$ cat config.mk
export PLATFORM = sky130hd
export DESIGN_NAME = pipe_skid_stage
export DESIGN_NICKNAME = d
export VERILOG_FILES = /design/src/rtl/pipe_skid_stage.sv
export SDC_FILE = /design/constraint.sdc
export NUM_CORES = 1
export LEC_CHECK = 0
export CAP_MARGIN = 20
export CORE_MARGIN = 1
export CORE_UTILIZATION = 48
export DETAILED_ROUTE_END_ITERATION = 12
export PLACE_DENSITY = 0.81
export RECOVER_POWER = 25
export SKIP_LAST_GASP = 1
export SLEW_MARGIN = 20
export SYNTH_ARGS = -nofsm -noshare
export SYNTH_HDL_FRONTEND = slang
export SYNTH_SLANG_ARGS = --single-unit
$ cat constraint.sdc
create_clock -name clk -period 3 [get_ports clk]
set_clock_uncertainty 0.05 [all_clocks]
set_input_delay 0.6 -clock clk [delete_from_list [all_inputs] [get_ports clk]]
set_output_delay 0.6 -clock clk [all_outputs]
set_load 0.02 [all_outputs]
$ cat src/rtl/pipe_skid_stage.sv
// Elastic valid/ready pipeline register with a 2-entry skid buffer.
// Optional perf counters enabled by defining PIPE_SKID_PERF_EN.
module pipe_skid_stage #(
    parameter int DATA_W     = 64,
    parameter int CLEAR_DATA = 1
) (
    input  logic              clk,
    input  logic              rst_n,
    input  logic              flush,
    input  logic              in_valid,
    output logic              in_ready,
    input  logic [DATA_W-1:0] in_data,
    output logic              out_valid,
    input  logic              out_ready,
    output logic [DATA_W-1:0] out_data,
    output logic [31:0]       perf_stall,
    output logic [31:0]       perf_flush
);

    typedef enum logic [1:0] {
        EMPTY = 2'd0,
        HALF  = 2'd1,
        FULL  = 2'd2
    } state_t;

    state_t            state;
    state_t            state_n;
    logic [DATA_W-1:0] main_data;
    logic [DATA_W-1:0] main_n;
    logic [DATA_W-1:0] skid_data;
    logic [DATA_W-1:0] skid_n;
    logic              skid_valid;
    logic              accept;
    logic              deliver;
    logic              killed;

    // All status flags decode straight from the state flops.
    assign out_valid  = (state == HALF) || (state == FULL);
    assign skid_valid = (state == FULL);
    assign in_ready   = !skid_valid;
    assign out_data   = main_data;

    assign accept  = in_valid && in_ready;
    assign deliver = out_valid && out_ready;
    assign killed  = flush && (skid_valid || (out_valid && !out_ready));

    always_ff @(posedge clk or negedge rst_n) begin
        if (!rst_n) begin
            state <= EMPTY;
        end else begin
            state <= state_n;
        end
    end

    always_ff @(posedge clk or negedge rst_n) begin
        if (!rst_n) begin
            if (CLEAR_DATA != 0) begin
                main_data <= '0;
                skid_data <= '0;
            end
        end else begin
            main_data <= main_n;
            skid_data <= skid_n;
        end
    end

    always_comb begin
        state_n = state;
        main_n  = main_data;
        skid_n  = skid_data;
        if (flush) begin
            state_n = EMPTY;
            if (CLEAR_DATA != 0) begin
                main_n = '0;
                skid_n = '0;
            end
        end else begin
            unique case (state)
                EMPTY: begin
                    if (accept) begin
                        state_n = HALF;
                        main_n  = in_data;
                    end
                end
                HALF: begin
                    if (accept && deliver) begin
                        main_n = in_data;
                    end else if (accept) begin
                        state_n = FULL;
                        skid_n  = in_data;
                    end else if (deliver) begin
                        state_n = EMPTY;
                    end
                end
                FULL: begin
                    if (deliver) begin
                        state_n = HALF;
                        main_n  = skid_data;
                    end
                end
                default: state_n = EMPTY;
            endcase
        end
    end

`ifdef PIPE_SKID_PERF_EN
    logic [31:0] stall_cnt;
    logic [31:0] flush_cnt;

    always_ff @(posedge clk or negedge rst_n) begin
        if (!rst_n) begin
            stall_cnt <= 32'd0;
            flush_cnt <= 32'd0;
        end else begin
            if (out_valid && !out_ready) begin
                stall_cnt <= stall_cnt + 32'd1;
            end
            if (killed) begin
                flush_cnt <= flush_cnt + 32'd1;
            end
        end
    end

    assign perf_stall = stall_cnt;
    assign perf_flush = flush_cnt;
`else
    logic unused_perf;

    assign unused_perf = killed;
    assign perf_stall  = 32'd0;
    assign perf_flush  = 32'd0;
`endif

endmodule

==> impl_metrics.py, run 1 <==
metrics = {
    "logic_synthesis": {
        "ys.flop_type": "dfrtp_1",
        "synth_cell_types": 31,
        "synth_edf_count": 0,
        "async_flop_share_pct": 100,
        "synth_top_cell_by_area": "dfrtp_1",
        "syn_inst": 608,
        "ys_seq_area_share_pct": 47.1,
        "yosysMostFrequentCell": "dfrtp_1",
        "yosys_warnings": 0,
        "yosys.area.top_type_share_pct": 47.1,
        "synth_area_mm2": 0.00690,
        "syn_area_per_cell_um2": 11.4,
        "synth.area.top_cells": "dfrtp_1 47%, mux2i_1 9.3%, a311o_1 9.1%",
        "synth_common_cells": "130 x dfrtp_1, 72 x buf_4, 65 x a22o_1",
        "ys_seq_elements": 130,
    },
    "die": {
        "dieArea_mm2": 0.0149,
        "die_x_um": 122,
        "ioPinCount": 199,
        "die_y_um": 122,
        "start_util_pct": 49.5,
        "core_area_mm2": 0.0139,
        "rows": 43,
    },
    "sta": {
        "setup_violations": 0,
        "setup_tns_ns": 0,
        "slew_headroom_pct": -42.5,
        "hold_viol": 0,
        "post-route-period-util_pct": 87.8,
        "drv_slew": 46,
        "min_period_ns": 2.64,
        "fmax_mhz": 379,
        "grt_setup_unrepaired": "false",
        "worstMarginPinSlew_ns": 2.14,
    },
    "cells_and_area": {
        "final_core_util_pct": 62.6,
        "nNetsFinal": 787,
        "fillCellCount": 1091,
        "antenna_cells": 0,
        "regArea_mm2": 0.00325,
        "drive_gt1_share_pct": 7.71,
        "multi_input_area_mm2": 0.00311,
        "syn2layout_area_growth_pct": 26.3,
    },
    "critical_path": {
        "critPathMaxFanout": 39,
        "critPathRequiredTime_ns": 3.30,
        "cp_num_buf_inv": 3,
        "crit_path_start_kind": "register",
        "cpMaxStageDelayCell": "buf_4",
        "path_cells": "inv_1 > ha_2 > buf_4 > nor2b_1 > a31oi_4 > buf_4 > a22o_1",
        "r2r_cells": 7,
        "critical_path_class": "reg -> reg",
        "crit_top_cell": "buf_4",
        "crit_family": "buffers and inverters",
        "endpoint_kind": "register",
        "cp.arrival_ns": 2.94,
        "cp_slowest_stage_delay_ns": 0.48,
        "path_depth": 7,
    },
    "detailed_routing": {
        "drt-total-wl_um": 16900,
        "firstDrtPassIters": 5,
        "viasPerCell": 6.05,
        "drc": 0,
        "ant_nets": 0,
        "post_drt_wl_per_cell_um": 18.7,
        "vias": 5480,
        "drt_iter0_drc": 441,
    },
    "placement": {
        "gp_congestion": 0.770,
        "place.port_buffers": 134,
        "dp_hpwl_um": 10300,
    },
    "global_route": {
        "grt_pass1_wl_um": 27700,
        "grt_pass1_vias": 5385,
        "grt_overflow": 0,
        "track_usage_pct": 24.1,
        "antenna_found_initial": 1,
        "grt_max_degree": 65,
    },
    "clocking": {
        "holdBufCountCts": 0,
        "clk_pin_slew_ns": 0.06,
        "h-tree-depth": 4,
        "cts_made_buffers": 17,
        "clk_path_buf_depth": 2,
        "cts_root_buf": "clkbuf_16",
        "ctsResizeCount": 0,
        "postCtsSetupBuffers": 0,
        "cts_tree": "yes",
        "clk_latency_ns": 0.42,
        "clock_sinks": 130,
    },
    "hold_path": {
        "min_delay_path_depth": 1,
        "hold_class": "reg -> reg",
    },
    "power_and_ir_drop": {
        "ir_worst_vdd_v": 0.000865,
        "power.density_mw_per_mm2": 922,
        "leakagePower_nw": 3.65,
        "p_total_mw": 8.04,
    },
    "run_status": {
        "violations": "capacitance limit, slew limit",
        "status": "complete, but fails checks",
    },
    "job": {
        "max_cap_viol_count": 1,
    },
}
## metrics by stage
stage               hold slack (ns)  cells  cell area [µm²]  setup WS (ns)
finish                        0.454    906             8720          0.365
global route                  0.471    906             8720          0.216
CTS                          0.0532    906             8720          0.355
detailed placement            0.441    874             8110          0.228
global placement              0.437    874             8110          0.294
floorplan                     0.254    671             7140          0.787
## path summary, 6_finish.rpt
kind                            slack (ns)          start            end
worst min-delay path                  0.45  skid_data[46]  skid_data[46]
max in group asynchronous             0.66          rst_n   out_data[18]
worst max register to register        0.36       state[0]  skid_data[15]
min in group asynchronous             0.94          rst_n   out_data[43]
worst min register to register        0.45  skid_data[46]  skid_data[46]
worst max-delay path                  0.36       state[0]  skid_data[15]
## kinds of logic after synthesis
logic type,count (synthesis),synth area share (%)
and+or+nand+nor,140,12.6
adders and majority gates,5,0.906
xor gates and xnor gates,1,0.127
other,1,0.0543
AOI/OAI and AO/OA,135,18.1
muxes,64,9.28
buffers and inverters,132,11.8
DFF,130,47.1
## area by class of cell
type / count / area share (%)
Clock buffer: 19 / 5.19
Clock inverter: 13 / 1.84
Inverter: 4 / 0.172
Multi-Input combinational cell: 409 / 35.7
Sequential cell: 130 / 37.3
Tap cell: 180 / 2.58
Timing Repair Buffer: 151 / 17.2
## placed cells by master, fill, tap and decap left out
| cell | instances |
|---|---|
| a31o_4 | 1 |
| xnor2_1 | 1 |
| nand2b_1 | 1 |
| nor2_1 | 2 |
| a22o_1 | 64 |
| mux2i_1 | 64 |
| a31oi_4 | 1 |
| and2_1 | 15 |
| dfrtp_1 | 130 |
| nor2b_1 | 1 |
| inv_2 | 1 |
| or3_1 | 1 |
| and2_0 | 48 |
| clkdlybuf4s50_1 | 132 |
| inv_1 | 3 |
| a22o_4 | 1 |
| a311o_1 | 63 |
| and4_1 | 1 |
| bufinv_16 | 3 |
| nor2_4 | 1 |
| nor4_1 | 64 |
| nand3_1 | 2 |
| o211ai_1 | 1 |
| clkinv_4 | 4 |
| clkbuf_16 | 17 |
| a211oi_1 | 3 |
| clkdlybuf4s25_1 | 1 |
| buf_4 | 14 |
| buf_2 | 1 |
| clkinvlp_4 | 2 |
| ha_1 | 4 |
| ha_2 | 1 |
| nor3_1 | 1 |
| nand4b_1 | 1 |
| buf_12 | 3 |
| conb_1 | 64 |
| clkbuf_8 | 2 |
| clkinv_2 | 4 |
| nand2_1 | 2 |
| a21o_1 | 1 |
## worst register-to-register path, stage by stage (launching register included)
cell,delay (ns)
dfrtp_1,0.40
inv_1,0.14
ha_2,0.39
buf_4,0.49
nor2b_1,0.18
a31oi_4,0.22
buf_4,0.44
a22o_1,0.25
## per-layer routing
metal	vias up	GRT usage, %	part of all wire, %	wire length (µm)
met5	-	0	0	0
met4	0	8.10	1.4	232
met3	21	6.46	7.2	1220
met2	284	37.4	48	8040
met1	2755	32.6	44	7440
li1	2420	-	-	-
## flip-flops by register name, summed over array words and instances (netlist names)
register	cells
out_data	64
skid_data	64
state	2
## report_power, final
| part | internal (mW) | leakage [nW] | switching (mW) |
|---|---|---|---|
| Combinational | 1.45 | 1.59 | 1.79 |
| Clock | 1.35 | 0.299 | 0.775 |
| Sequential | 2.26 | 1.75 | 0.408 |
(Power assumes the default switching activity.)
==> inputs of run 2 (changes only) <==
--- a/config.mk
+++ b/config.mk
@@ -7,9 +7,9 @@
 export LEC_CHECK = 0
 export CAP_MARGIN = 20
 export CORE_MARGIN = 1
-export CORE_UTILIZATION = 48
+export CORE_UTILIZATION = 44
 export DETAILED_ROUTE_END_ITERATION = 12
-export PLACE_DENSITY = 0.81
+export PLACE_DENSITY = 0.78
 export RECOVER_POWER = 25
 export SKIP_LAST_GASP = 1
 export SLEW_MARGIN = 20
==> constraint.sdc (replaced) <==
create_clock -name clk -period 2.35 [get_ports clk]
set_clock_uncertainty 0.05 [all_clocks]
set_input_delay 0.47 -clock clk [delete_from_list [all_inputs] [get_ports clk]]
set_output_delay 0.47 -clock clk [all_outputs]
set_load 0.02 [all_outputs]
==> run 2 against run 1 <==
The run now ends clean. Combinational power grew 32%. Sequential power is 27% higher. Global-route usage fell by 1.9 points. Critical path depth did not move. Via count down 0.80%. Clock-buffer cell count unchanged. Sequential cell count unchanged. Worst setup slack worse by 0.26 ns. Sequential share of layout area shrank 0.65 points. Die area increased by 8.9%. Register-to-register slack got worse by 0.26 ns.
==> impl_metrics.py, run 2 (synthesis results as in run 1) <==
metrics = {
    "hold_path": {
        "hold_class": "reg -> reg",
    },
    "die": {
        "ioPinCount": 199,
        "core_area_mm2": 0.0153,
        "dieArea_mm2": 0.0162,
        "die_x_um": 127,
        "die_y_um": 127,
        "start_util_pct": 45.2,
        "rows": 45,
    },
    "critical_path": {
        "crit_family": "compound AO/OA/AOI/OAI gates",
        "critPathMaxFanout": 70,
        "critical_path_class": "reg -> reg",
        "cp.arrival_ns": 2.50,
        "cp_slowest_stage_delay_ns": 0.43,
        "r2r_slack_ns": 0.10,
        "endpoint_kind": "register",
        "cp_num_buf_inv": 2,
        "path_cells": "inv_1 > ha_1 > nor4_2 > a31o_4 > buf_12 > nor4_1 > a311o_1",
        "cpMaxStageDelayCell": "dfrtp_1",
        "critPathRequiredTime_ns": 2.60,
        "crit_path_start_kind": "register",
    },
    "clocking": {
        "clk_pin_slew_ns": 0.06,
        "clk_latency_ns": 0.43,
        "clock_sinks": 130,
        "clk_path_buf_depth": 2,
        "cts_root_buf": "clkbuf_16",
        "cts_made_buffers": 17,
        "postCtsSetupBuffers": 0,
        "h-tree-depth": 4,
        "cts_tree": "yes",
    },
    "power_and_ir_drop": {
        "comb_power_share_pct": 41.0,
        "leakagePower_nw": 3.68,
        "power.density_mw_per_mm2": 1180,
        "p_int_mw": 6.56,
        "swShare_pct": 37.1,
        "ir_worst_vdd_v": 0.000839,
        "pwr-share-clk_pct": 26.4,
        "seq_power_share_pct": 32.6,
        "power.net_switching_mw": 3.87,
    },
    "sta": {
        "setup_violations": 0,
        "slew_headroom_pct": 46.2,
        "hold_viol": 0,
        "grt_setup_unrepaired": "false",
        "drv_slew": 0,
        "worstMarginPinSlew_ns": 0.807,
        "setup_tns_ns": 0,
        "min_period_ns": 2.25,
        "fmax_mhz": 445,
        "hold_slack_ns": 0.458,
        "post-route-period-util_pct": 95.7,
    },
    "placement": {
        "placed_area_mm2": 0.00826,
        "dp_cells": 907,
        "gp_congestion": 0.801,
        "dp_hpwl_um": 10600,
        "place.port_buffers": 134,
    },
    "job": {
        "max_cap_viol_count": 0,
    },
    "detailed_routing": {
        "post_drt_wl_per_cell_um": 18.2,
        "drc": 0,
        "viasPerCell": 5.78,
        "drt_iter0_drc": 338,
        "ant_nets": 0,
        "firstDrtPassIters": 4,
        "drt-total-wl_um": 17100,
        "vias": 5436,
    },
    "cells_and_area": {
        "multi_input_area_mm2": 0.00312,
        "syn2layout_area_growth_pct": 28.5,
        "finalNonFillerCells": 940,
        "nNetsFinal": 790,
        "mostFrequentLayoutCells": "130 x clkdlybuf4s50_1, 130 x dfrtp_1, 64 x mux2i_1, 64 x a22o_1, 64 x conb_1",
        "drive_gt1_share_pct": 8.09,
        "regArea_mm2": 0.00325,
        "stdcell_area_mm2": 0.00887,
        "fillCellCount": 1248,
        "antenna_cells": 0,
    },
    "global_route": {
        "track_usage_pct": 22.3,
        "grt_pass1_wl_um": 28300,
        "antenna_found_initial": 0,
        "grt_pass1_vias": 5524,
        "grt_overflow": 0,
        "grt_max_degree": 72,
    },
    "run_status": {
        "status": "completed",
    },
}
==> run 2: changes by cell type in the layout (fill, tap and decap cells not counted), sizes merged <==
cell           delta
buf               +1
clkinv            -4
dlygate4sd3       +1
dlygate4sd2       +2
clkbuf            +2
clkdlybuf4s50     -2
inv               +4
clkdlybuf4s25     -1
==> run 2: power by group through the flow <==
stage | logic, mW | clock network (mW) | registers, mW
2_1_floorplan | 2.07 | 0 | 3.90
3_3_place_gp | 4.17 | 0 | 3.37
3_5_place_dp | 4.28 | 0 | 3.42
4_1_cts | 4.30 | 2.80 | 3.40
5_1_grt | 4.57 | 2.90 | 3.49
6_report | 4.28 | 2.76 | 3.40
==> run 2: area by class of cell <==
type	count	share of cell area, %
Sequential cell	130	36.7
Inverter	4	0.169
Multi-Input combinational cell	409	35.1
Clock buffer	19	4.99
Clock inverter	13	1.97
Tap cell	211	2.97
Timing Repair Buffer	154	18.1
==> run 2: final timing paths <==
check / cells after the start / startpoint / to
setup reg to reg: 7 / state[1] / out_data[6]
setup / recovery: 7 / state[1] / out_data[6]
max in group asynchronous: 3 / rst_n / out_data[20]
hold reg to reg: 1 / skid_data[1] / skid_data[1]
hold / removal: 1 / skid_data[1] / skid_data[1]
min in group asynchronous: 2 / rst_n / skid_data[49]
==> run 2: repair_timing <==
action	CTS	global route
hold buffers	1	0
setup endpoints to repair	2	7
endpoints found under the hold margin	25	0
resized for setup	2	1
==> run 2: through the flow <==
stage               setup WS [ns]  util [%]  power [mW]
finish                      0.102      58.2        10.4
global route               0.0155      58.2        11.0
CTS                         0.121      58.2        10.5
detailed placement          0.101      54.1        7.70
floorplan                   0.137         -        5.97
global placement            0.135      54.1        7.55
==> run 2: per-layer routing <==
metal  wire [µm]  track usage (%)  share of wire, %
met5           0                0                 0
met4         221             7.70               1.3
met3        1100             5.99               6.5
met2        8360             36.4                49
met1        7420             28.5                43
